**src/rtl/pc_sequencer.sv**
```systemverilog
// -----------------------------------------------------------------------------
// pc_sequencer
//
// Program-counter sequencer for the fetch stage. It holds the fetch PC and
// advances it by STEP on every non-stalled cycle. It also handles:
//   - stall (PC hold),
//   - branch/jump redirect,
//   - a one-deep pending-redirect buffer, so a redirect raised while the
//     pipe is stalled is applied on the first non-stalled edge,
//   - misaligned-target detection (one-cycle pulse when such a target is
//     loaded),
//   - a registered PC+STEP for link/branch-base use.
//
// Parameters
//   WIDTH        PC width in bits
//   STEP         increment added per advancing cycle
//   RESET_VECTOR PC value loaded on reset
//   ALIGN_BITS   low PC bits forced to zero on redirect; 0 disables the check
//
// Ports
//   clk              in   rising-edge clock
//   rst_n            in   asynchronous active-low reset
//   stall            in   hold the PC this cycle
//   redirect_valid   in   branch/jump taken this cycle
//   redirect_target  in   new PC when redirect_valid=1
//   pc_out           out  current fetch PC (registered)
//   pc_plus_step     out  pc_out+STEP (registered alongside pc_out)
//   fetch_valid      out  pc_out is a valid fetch address this cycle
//   redirect_pending out  a redirect is buffered awaiting stall release
//   misalign_err     out  one-cycle pulse: loaded target had nonzero low bits
// -----------------------------------------------------------------------------
module pc_sequencer #(
    parameter int unsigned       WIDTH        = 32,
    parameter int unsigned       STEP         = 4,
    parameter logic [WIDTH-1:0]  RESET_VECTOR = '0,
    parameter int unsigned       ALIGN_BITS   = 2
) (
    input  logic             clk,
    input  logic             rst_n,
    input  logic             stall,
    input  logic             redirect_valid,
    input  logic [WIDTH-1:0] redirect_target,
    output logic [WIDTH-1:0] pc_out,
    output logic [WIDTH-1:0] pc_plus_step,
    output logic             fetch_valid,
    output logic             redirect_pending,
    output logic             misalign_err
);

    localparam logic [WIDTH-1:0] STEP_W = WIDTH'(STEP);

    typedef enum logic [1:0] {
        ST_BOOT = 2'd0,
        ST_RUN  = 2'd1,
        ST_HOLD = 2'd2
    } state_t;

    state_t           r_state;
    logic [WIDTH-1:0] r_pc;
    logic [WIDTH-1:0] r_pc_plus;
    logic             r_fetch_valid;
    logic             r_misalign;
    logic             r_pend_valid;
    logic [WIDTH-1:0] r_pend_tgt;
    logic             r_pend_mis;

    // Alignment mask: bit is 1 where the target bit survives alignment.
    // With ALIGN_BITS=0 every bit survives and no target is ever misaligned.
    logic [WIDTH-1:0] w_keep_mask;

    for (genvar gi = 0; gi < WIDTH; gi++) begin : g_keep_mask
        assign w_keep_mask[gi] = (gi >= int'(ALIGN_BITS));
    end

    logic [WIDTH-1:0] w_tgt_aligned;
    logic             w_tgt_mis;

    assign w_tgt_aligned = redirect_target & w_keep_mask;
    assign w_tgt_mis     = |(redirect_target & ~w_keep_mask);

    // Next-PC selection and pending-buffer update.
    // Priority: stalled capture > live redirect > buffered redirect > advance.
    logic [WIDTH-1:0] w_next_pc;
    logic             w_next_mis;
    logic             w_next_pend_valid;
    logic [WIDTH-1:0] w_next_pend_tgt;
    logic             w_next_pend_mis;

    always_comb begin
        w_next_pc         = r_pc;
        w_next_mis        = 1'b0;
        w_next_pend_valid = r_pend_valid;
        w_next_pend_tgt   = r_pend_tgt;
        w_next_pend_mis   = r_pend_mis;

        // During BOOT the PC is held and redirects are ignored.
        if (r_state != ST_BOOT) begin
            if (stall) begin
                if (redirect_valid) begin
                    // Last redirect wins. Alignment is checked now, the
                    // error pulse is raised when the entry is loaded.
                    w_next_pend_valid = 1'b1;
                    w_next_pend_tgt   = w_tgt_aligned;
                    w_next_pend_mis   = w_tgt_mis;
                end
            end else if (redirect_valid) begin
                // Live redirect supersedes anything buffered.
                w_next_pc         = w_tgt_aligned;
                w_next_mis        = w_tgt_mis;
                w_next_pend_valid = 1'b0;
                w_next_pend_tgt   = '0;
                w_next_pend_mis   = 1'b0;
            end else if (r_pend_valid) begin
                w_next_pc         = r_pend_tgt;
                w_next_mis        = r_pend_mis;
                w_next_pend_valid = 1'b0;
                w_next_pend_tgt   = '0;
                w_next_pend_mis   = 1'b0;
            end else begin
                w_next_pc = r_pc + STEP_W;
            end
        end
    end

    // Control FSM with all outputs registered.
    always_ff @(posedge clk or negedge rst_n) begin
        if (!rst_n) begin
            r_state       <= ST_BOOT;
            r_pc          <= RESET_VECTOR;
            r_pc_plus     <= RESET_VECTOR + STEP_W;
            r_fetch_valid <= 1'b0;
            r_misalign    <= 1'b0;
            r_pend_valid  <= 1'b0;
            r_pend_tgt    <= '0;
            r_pend_mis    <= 1'b0;
        end else begin
            r_pc         <= w_next_pc;
            // Derived from the same next value so the pair never disagrees.
            r_pc_plus    <= w_next_pc + STEP_W;
            r_misalign   <= w_next_mis;
            r_pend_valid <= w_next_pend_valid;
            r_pend_tgt   <= w_next_pend_tgt;
            r_pend_mis   <= w_next_pend_mis;

            case (r_state)
                ST_BOOT: begin
                    // Single boot cycle, leaves unconditionally.
                    r_state       <= ST_RUN;
                    r_fetch_valid <= 1'b1;
                end
                ST_RUN: begin
                    if (stall) begin
                        r_state       <= ST_HOLD;
                        r_fetch_valid <= 1'b0;
                    end else begin
                        r_fetch_valid <= 1'b1;
                    end
                end
                ST_HOLD: begin
                    if (!stall) begin
                        r_state       <= ST_RUN;
                        r_fetch_valid <= 1'b1;
                    end else begin
                        r_fetch_valid <= 1'b0;
                    end
                end
                default: begin
                    r_state       <= ST_BOOT;
                    r_fetch_valid <= 1'b0;
                end
            endcase
        end
    end

    assign pc_out           = r_pc;
    assign pc_plus_step     = r_pc_plus;
    assign fetch_valid      = r_fetch_valid;
    assign redirect_pending = r_pend_valid;
    assign misalign_err     = r_misalign;

endmodule

```
**config.mk**
```make
export PLATFORM = sky130hd
export DESIGN_NAME = pc_sequencer
export DESIGN_NICKNAME = d
export VERILOG_FILES = /design/src/rtl/pc_sequencer.sv
export SDC_FILE = /design/constraint.sdc
export NUM_CORES = 1
export LEC_CHECK = 0
export ABC_CLOCK_PERIOD_IN_PS = 4350
export BUFFER_PORTS_ARGS = -buffer_cell sky130_fd_sc_hd__buf_2
export CAP_MARGIN = 20
export CORE_MARGIN = 1
export CORE_UTILIZATION = 45
export CTS_BUF_LIST = sky130_fd_sc_hd__clkbuf_16
export DETAILED_ROUTE_END_ITERATION = 8
export PLACE_DENSITY = 0.71
export SLEW_MARGIN = 0
export SYNTH_ARGS = -nofsm -noshare
export SYNTH_HDL_FRONTEND = slang
export SYNTH_SLANG_ARGS = --single-unit
```
**constraint.sdc**
```tcl
create_clock -name clk -period 4.35 [get_ports clk]
set_input_delay 0.87 -clock clk [delete_from_list [all_inputs] [get_ports clk]]
set_output_delay 0.87 -clock clk [all_outputs]
set_load 0.05 [all_outputs]
```
# ---- After elaboration in Yosys (flattened, before gate mapping)
# Index checks and enable logic that the tools add are counted.
dict set report op_classes {
  bitwise 0
  muxes 23
  n_lt_le_gt_ge 0
  n_eq_ne 5
  div_mod_pow 0
  shift 0
  n_reduce_logical 8
  add_sub_neg 2
  mul 0
}
# operator n
set ops {}
lappend ops {{2-to-1 mux 32 bit} 8}
lappend ops {{adder 32 x 3 -> 32 bit (second input constant)} 2}
lappend ops {{2-to-1 mux 1 bit} 11}
lappend ops {{one-hot mux 2 bit (3 select lines)} 1}
lappend ops {{2-to-1 mux 2 bit} 2}
lappend ops {{inequality test 2 bit (second input constant)} 2}
lappend ops {{AND reduction 2 bit} 2}
lappend ops {{nonzero test 2 bit} 2}
lappend ops {{OR reduction 2 bit} 2}
lappend ops {{AND reduction 3 bit} 1}
lappend ops {{equality test 2 x 1 -> 1 bit (second input constant)} 1}
lappend ops {{equality test 2 bit (second input constant)} 1}
lappend ops {{zero test 2 bit} 1}
lappend ops {{inequality test 2 x 1 -> 1 bit (second input constant)} 1}
lappend ops {{one-hot mux 1 bit (2 select lines)} 1}
dict set report word_totals {
  romBits 0
  register_bits 102
  latch_bits 0
  elab_cells 46
  memories 0
  ramBits 0
}

# ---- Longest topological paths before layout
# Gate-level depths: netlist (run 1).
dict set report depth {
  word_depth 6
  mapped_depth 16
  depth_no_buf 13
}

# ---- Least setup slack after synthesis (run 1)
# OpenSTA, ideal clock, no wires.
dict set report synth_path {
  kind {input to register}
  start {in stall}
  end {reg r_pc_plus[18], in the netlist pc_plus_step[18]}
  t_required_ns 4.270
  path_slack_ns 0.767
  cell_stages 14
  arrival_time_ns 3.503
  path_cell_list {buf_2 -> or2_2 -> buf_2 -> buf_2 -> buf_2 -> nand2_1 -> o21ai_0 -> ha_1 -> inv_1 -> a2111o_1 -> nand4b_1 -> or2_1 -> nor3b_1 -> xor2_1}
}
dict set report synth_between {
  elab_chain_cells 3
}
# item line_no
set synth_lines {}
lappend synth_lines {{from (decl)} 40} ;# input logic stall,
lappend synth_lines {{2-to-1 mux 32 bit} 98} ;# if (stall) begin
lappend synth_lines {{2-to-1 mux 32 bit} 97} ;# if (r_state != ST_BOOT) begin
lappend synth_lines {{net w_next_pc[3]} 83} ;# logic [WIDTH-1:0] w_next_pc;
lappend synth_lines {{adder 32 x 3 -> 32 bit} 139} ;# r_pc_plus <= w_next_pc + STEP_W;
lappend synth_lines {{to (signal assigned)} 130} ;# r_pc_plus <= RESET_VECTOR + STEP_W;
lappend synth_lines {{to (signal assigned)} 139}
lappend synth_lines {{to (decl)} 60} ;# logic [WIDTH-1:0] r_pc_plus;
# The timed path passes the listed nets, and every way through them passes these cells.
# A chain may end at the register's enable or synchronous reset.

# ---- Worst setup path in the final report (run 1)
dict set report layout_path {
  start {reg r_state[0]}
  end {reg r_pc_plus[28], in the netlist pc_plus_step[28]}
}
dict set report layout_between {
  elab_chain_cells 3
}
# item line_no
set layout_lines {}
lappend layout_lines {{from (decl)} 58} ;# state_t r_state;
lappend layout_lines {{from (signal assigned)} 128} ;# r_state <= ST_BOOT;
lappend layout_lines {{from (signal assigned)} 148} ;# r_state <= ST_RUN;
lappend layout_lines {{from (signal assigned)} 153} ;# r_state <= ST_HOLD;
lappend layout_lines {{nonzero test 2 bit} 97}
lappend layout_lines {{2-to-1 mux 32 bit} 97}
lappend layout_lines {{net w_next_pc[3]} 83}
lappend layout_lines {{adder 32 x 3 -> 32 bit} 139}
# The timed path passes the listed nets, and every way through them passes these cells.

==> flow_summary.ini, run 1 <==
[sta]
slew-limit-headroom_pct = 33.3
finalHoldViolations = 0
final-setup-viol-count = 0
max_freq_ghz = 0.276
hold_slack_ns = 0.506
fin_skew_ns = 0.0100
fin_crit_ns = 3.63
setup_total_negative_slack_ns = 0
rsz0062_at_grt = false
tightest_slew_ns = 0.991
fin_crit_sh_pct = 83.4
drv_slew = 0

[routing]
ant_nets = 0
wl_per_cell_um = 20.3
vias = 5057
route.final.wire_length_mm = 16.2
drcViolationCount = 9
drt_first_iter_violations = 421
drtPass1Iterations = 7
vias_per_cell = 6.35

[global_routing]
grt_pass1_vias = 4840
grt_antenna_before_repair = 0
grt_util_all_layers_pct = 26.6
overflow = 0
grt_max_degree = 72
grt_pass1_wl_mm = 25.6

[yosys]
synth.top_cells.by_area = dfrtp_1, a22o_1, xnor2_1
synth_area_leader_cell = dfrtp_1
ys_async_sr_fraction_pct = 100
synthesis.area_mm2 = 0.00545
synth-edff-count = 0
synth_cell_type_count = 76
yosysWarningCount = 0
synth_cells = 568
avgSynthCellArea_um2 = 9.60
ys.flop_type = dfrtp_1
synth_top_area_share_pct = 43.6
ys_ff_latch = 96
yosysSeqAreaShare_pct = 44.1

[floorplan]
dieArea_mm2 = 0.0126
initial_core_util_pct = 46.9
core_mm2 = 0.0116
ios = 103
die_x_um = 112
rows = 39
die_h_um = 112

[clock_tree]
cts_buffers = 9
post_cts_buffers = 0
clkSlewWorstSetupHoldPaths_ns = 0.06
clockBufferDepth = 2
clock_latency_ns = 0.35
root_buffer = clkbuf_16
htree_num_levels = 3
cts_num_sinks = 96
post_cts_resize_count = 0
cts_hold_buffers = 0
tritoncts = yes

[final_layout]
diodes = 0
fill_cells = 1045
syn_to_final_growth_pct = 15.4
final_nets = 692
stdcell_area_mm2 = 0.00629
drive_above_1_share_pct = 22.2

[min_path]
hold_path.startpoint = r_pend_tgt[3]
hp-class = register to register

[worst_setup_path]
critPathKind = register to register
endpoint = pc_plus_step[28]
rrSetupSlack_ns = 0.72
reg2reg_from = r_state[0]
cp-start-kind = register
r2r_cells = 12
slowest_delay_ns = 0.45
critPathMaxFanout = 19
endpoint_kind = register
slowest_stage = or2_2
critPathArrivalTime_ns = 3.86
required_ns = 4.58
worstPathCellList = inv_1, ha_1, or2_2, nand2_1, o21ai_0, ha_1, inv_1, a2111o_1, nand4b_1, nor4_4, nand3_1, xnor2_1
cp-startpoint = r_state[0]
r2r_end = pc_plus_step[28]

[power]
vdd_ir_drop_max_v = 0.000551
powerDensity_mw_per_mm2 = 857
seqPwrFrac_pct = 32.6
swShare_pct = 53.4
p_clk_share_pct = 13.1
p_sw_w = 0.00288
combPwrFrac_pct = 54.3
intPower_w = 0.00251
power_leakage_nw = 2.73

[outcome]
violations = DRC
status = finished, violations left

[placed_design]
numPortBuffers = 98
dpl.hpwl_mm = 11.7
place.gp.congestion = 0.867
place_area_mm2 = 0.00603

[job]
maxCapViolCount = 0
==> metrics by stage <==
step / std cells / worst slack, ns / total power, W / utilization, %
global placement: 782 / 0.723 / 0.00461 / 52.0
detailed placement: 782 / 0.594 / 0.00466 / 52.0
finish: 797 / 0.722 / 0.00539 / 54.2
global route: 797 / 0.455 / 0.00565 / 54.2
floorplan: 571 / 0.767 / 0.00386 / -
CTS: 797 / 0.736 / 0.00538 / 54.2
==> how the worst min path moves through the flow <==
stage | end | depth (start not counted) | slack, ns
2_1_floorplan | r_pend_mis | 2 | 0.45
3_3_place_gp | r_pend_mis | 2 | 0.47
3_5_place_dp | r_pend_tgt[3] | 1 | 0.49
4_1_cts | r_pend_tgt[3] | 1 | 0.51
5_1_grt | r_pend_tgt[16] | 1 | 0.52
6_report | r_pend_tgt[3] | 1 | 0.51
==> synthesized netlist by cell type (all sizes together) (13+ instances only) <==
cell type  instances
xnor2             20
buf               23
o21ai             34
nand3             20
clkbuf            20
nor3              15
nand4             20
a21oi             19
nor4              16
inv               15
nor2              33
nand2             42
a22o              37
nor2b             13
dfrtp             95
==> kinds of logic (layout without fill, tap and decap cells) <==
group                    count (synthesis)  count (layout)  share of synthesized area (%)
adder cells (fa/ha/maj)                  6               6                           1.38
other                                    1               4                         0.0688
AND/OR/NAND/NOR                        218             218                           23.2
flip-flops                              96              96                           44.1
buffers and inverters                   58             141                           4.73
AO/OA/AOI/OAI                          154             154                           20.8
XOR/XNOR                                29              29                           4.66
multiplexers                             6               6                           1.10
==> sequential cells by signal, summed over array words and instances (netlist names) <==
register and flops:
pc_plus_step 30, misalign_err 1, r_pend_mis 1, pc_out 30, r_pend_tgt 30, r_state 2, redirect_pending 1, fetch_valid 1
==> layout by cell type, fill, tap and decap left out, types with 17 or more instances in the layout <==
master   netlist  routed
nand3_1       20      20
a21oi_1       18      18
xnor2_1       20      20
o21ai_0       33      33
a22o_1        37      37
nor2_1        33      31
inv_1         15      17
buf_2         19      97
nand2_1       42      42
nand4_1       19      19
dfrtp_1       95      95
==> critical path, delay by kind of cell (launching register included) <==
family                   cells  cell delay [ns]
AND/OR/NAND/NOR              5             1.46
AO/OA/AOI/OAI                2             0.64
flip-flops                   1             0.41
adder cells (fa/ha/maj)      2             0.66
XOR/XNOR                     1             0.14
buffers and inverters        2             0.18
==> power by group through the flow <==
stage	Sequential, W	Clock [W]	Combinational (W)
3_5_place_dp	0.00175	0	0.00291
5_1_grt	0.00181	0.000750	0.00310
2_1_floorplan	0.00257	0	0.00130
4_1_cts	0.00174	0.000721	0.00291
3_3_place_gp	0.00174	0	0.00287
6_report	0.00176	0.000705	0.00292
==> area by class of cell <==
| cell class | count | area, µm² | share of cell area [%] |
|---|---|---|---|
| clock buffer | 9 | 225 | 3.58 |
| clock inverter | 6 | 30.0 | 0.477 |
| inverter | 15 | 56.3 | 0.895 |
| multi-input combinational | 417 | 2810 | 44.6 |
| sequential | 96 | 2400 | 38.2 |
| tap | 143 | 179 | 2.84 |
| timing repair buffer | 111 | 591 | 9.39 |
==> per-layer routing <==
| metal | part of all wire (%) | up-vias | global-route usage, % | wire (µm) |
|---|---|---|---|---|
| met2 | 46 | 246 | 42.1 | 7430 |
| met3 | 7.1 | 44 | 5.29 | 1140 |
| met5 | 0 | - | 0 | 0 |
| met4 | 3.7 | 0 | 13.0 | 599 |
| met1 | 43 | 2486 | 35.1 | 7020 |
| li1 | - | 2281 | - | - |
No activity file was read; power rests on OpenSTA's default activity.
==> run 2, diff against run 1 <==
--- a/config.mk
+++ b/config.mk
@@ -5,7 +5,7 @@
 export SDC_FILE = /design/constraint.sdc
 export NUM_CORES = 1
 export LEC_CHECK = 0
-export ABC_CLOCK_PERIOD_IN_PS = 4350
+export ABC_CLOCK_PERIOD_IN_PS = 3550
 export BUFFER_PORTS_ARGS = -buffer_cell sky130_fd_sc_hd__buf_2
 export CAP_MARGIN = 20
 export CORE_MARGIN = 1
==> constraint.sdc (replaced) <==
create_clock -name clk -period 3.55 [get_ports clk]
set_input_delay 0.71 -clock clk [delete_from_list [all_inputs] [get_ports clk]]
set_output_delay 0.71 -clock clk [all_outputs]
set_load 0.05 [all_outputs]
==> run 2 against run 1 <==
  * The flow still finishes with violations (DRC)
  * Largest cell class unchanged
  * Count of clock-buffer cells in the layout unchanged
  * Largest power group unchanged
  * Design area up 3.8%
  * Wire length rose by 2.2%
  * Combinational power grew 27%
  * Sequential share of layout area is 1.4 points lower
  * Flip-flop and latch count stayed put
  * Utilization increased by 2.0 points
  * Hold slack lost 0.25 ns
  * Non-clock buffer count up 16
  * Clock power is 59% higher
  * Critical endpoint is now pc_plus_step[16]
==> flow_summary.ini, run 2 (same netlist as run 1, synthesis figures left out) <==
[final_layout]
syn_to_final_growth_pct = 19.7
multi_input_area_mm2 = 0.00281
fill_cells = 1036
mostFrequentLayoutCells = buf_2, dfrtp_1, nand2_1
regArea_mm2 = 0.00240
final_nets = 708
stdcell_area_mm2 = 0.00653
layout_commonest_cell = buf_2
diodes = 0
drive_above_1_share_pct = 24.6

[sta]
fin_crit_sh_pct = 91.2
max_freq_ghz = 0.309
tightest_slew_ns = 0.689
slew-limit-headroom_pct = 52.9
final-setup-viol-count = 0
rsz0062_at_grt = false
finalHoldViolations = 0
drv_slew = 0
fin_skew_ns = 0.00707
setup_total_negative_slack_ns = 0
fin_crit_ns = 3.24

[power]
power_leakage_nw = 2.85
vdd_ir_drop_max_v = 0.000644
power_w = 0.00693
powerDensity_mw_per_mm2 = 1060

[global_routing]
use_met1_pct = 37.3
grt_use_met3_pct = 5.56
busiest_layer = met2
grt_pass1_wl_mm = 26.4
grt_pass1_vias = 4864
overflow = 0
grt_max_degree = 88
grt_util_all_layers_pct = 27.5
grtUsageMet2_pct = 42.6
grt_antenna_before_repair = 0

[outcome]
violations = DRC
status = finished, violations left

[worst_setup_path]
required_ns = 3.83
cp-start-kind = register
critPathArrivalTime_ns = 3.51
endpoint_kind = register
critPathMaxFanout = 12
critPathKind = register to register

[routing]
wl_per_cell_um = 20.3
vias = 5060
drt_first_iter_violations = 504
vias_per_cell = 6.22
route.final.wire_length_mm = 16.5
drcViolationCount = 9
ant_nets = 0
drtPass1Iterations = 8

[clock_tree]
cts_buffers = 9
htree_num_levels = 3
clkSlewWorstSetupHoldPaths_ns = 0.07
root_buffer = clkbuf_16
clock_latency_ns = 0.36
tritoncts = yes
cts_num_sinks = 96
clockBufferDepth = 2
cts_hold_buffers = 0

[placed_design]
dpl.hpwl_mm = 11.9
numPortBuffers = 98
place.gp.congestion = 0.913
place_area_mm2 = 0.00616

[floorplan]
die_h_um = 112
core_mm2 = 0.0116
rows = 39
initial_core_util_pct = 46.9
ios = 103
die_x_um = 112
dieArea_mm2 = 0.0126

[min_path]
hp-class = input pin to asynchronous set/reset pin

[job]
maxCapViolCount = 0
[run 2: cell count changes in the layout (fill, tap and decap cells not counted), sizes merged]
cell,change
clkinv,-2
buf,+16
inv,-1
clkinvlp,+1
bufinv,+3
[run 2: timing repair]
action	4_1_cts	5_1_grt
endpoints found under the setup margin	0	5
buffers inserted	0	0
gates resized for setup	0	1
[run 2: worst paths after layout]
| kind | from | to | slack (ns) | depth (start not counted) |
|---|---|---|---|---|
| max | r_state[0] | pc_plus_step[16] | 0.31 | 13 |
| min | rst_n | r_pend_tgt[10] | 0.25 | 1 |
| max reg2reg | r_state[0] | pc_plus_step[16] | 0.31 | 13 |
| min reg2reg | r_pend_mis | r_pend_mis | 0.49 | 2 |
| max in group asynchronous | rst_n | pc_plus_step[13] | 2.46 | 3 |
| min in group clk | r_pend_mis | r_pend_mis | 0.49 | 2 |
[run 2: final cells by class]
type | instances | share of cell area (%)
Clock inverter | 7 | 1.71
Inverter | 15 | 0.863
Clock buffer | 9 | 3.45
Timing Repair Buffer | 127 | 11.4
Multi-Input combinational cell | 417 | 43.0
Sequential cell | 96 | 36.8
Tap cell | 143 | 2.74
[run 2: report_power, final]
group          switching, W  internal (W)  leakage [nW]
logic               0.00263       0.00108          1.51
clock network      0.000433      0.000684         0.167
registers          0.000505       0.00160          1.18
total               0.00357       0.00336          2.85
[run 2: metal layers]
layer	vias to the layer above	wire [µm]
met4	0	568
met3	37	1160
li1	2309	-
met5	-	0
met1	2492	7200
met2	222	7610
[run 2: metrics by stage]
stage | setup slack, ns | hold WS [ns] | instances | util, %
final | 0.313 | 0.252 | 814 | 56.2
after global routing | 0.0749 | 0.269 | 814 | 56.2
after CTS | 0.185 | 0.504 | 813 | 55.9
after detailed placement | 0.157 | 0.484 | 797 | 53.0
after global placement | 0.289 | 0.474 | 797 | 53.0
after floorplan | 0.127 | 0.414 | 571 | -
[run 2: critical path, cell delays in order, from the launching register on]
cell       delay (ns)
dfrtp_1          0.42
inv_1            0.12
ha_2             0.30
o21ai_0          0.12
o2111ai_1        0.12
o221ai_1         0.18
inv_1            0.14
ha_1             0.18
inv_1            0.07
a2111o_1         0.46
nand4b_1         0.31
or2_1            0.33
nor3b_1          0.25
xor2_1           0.17
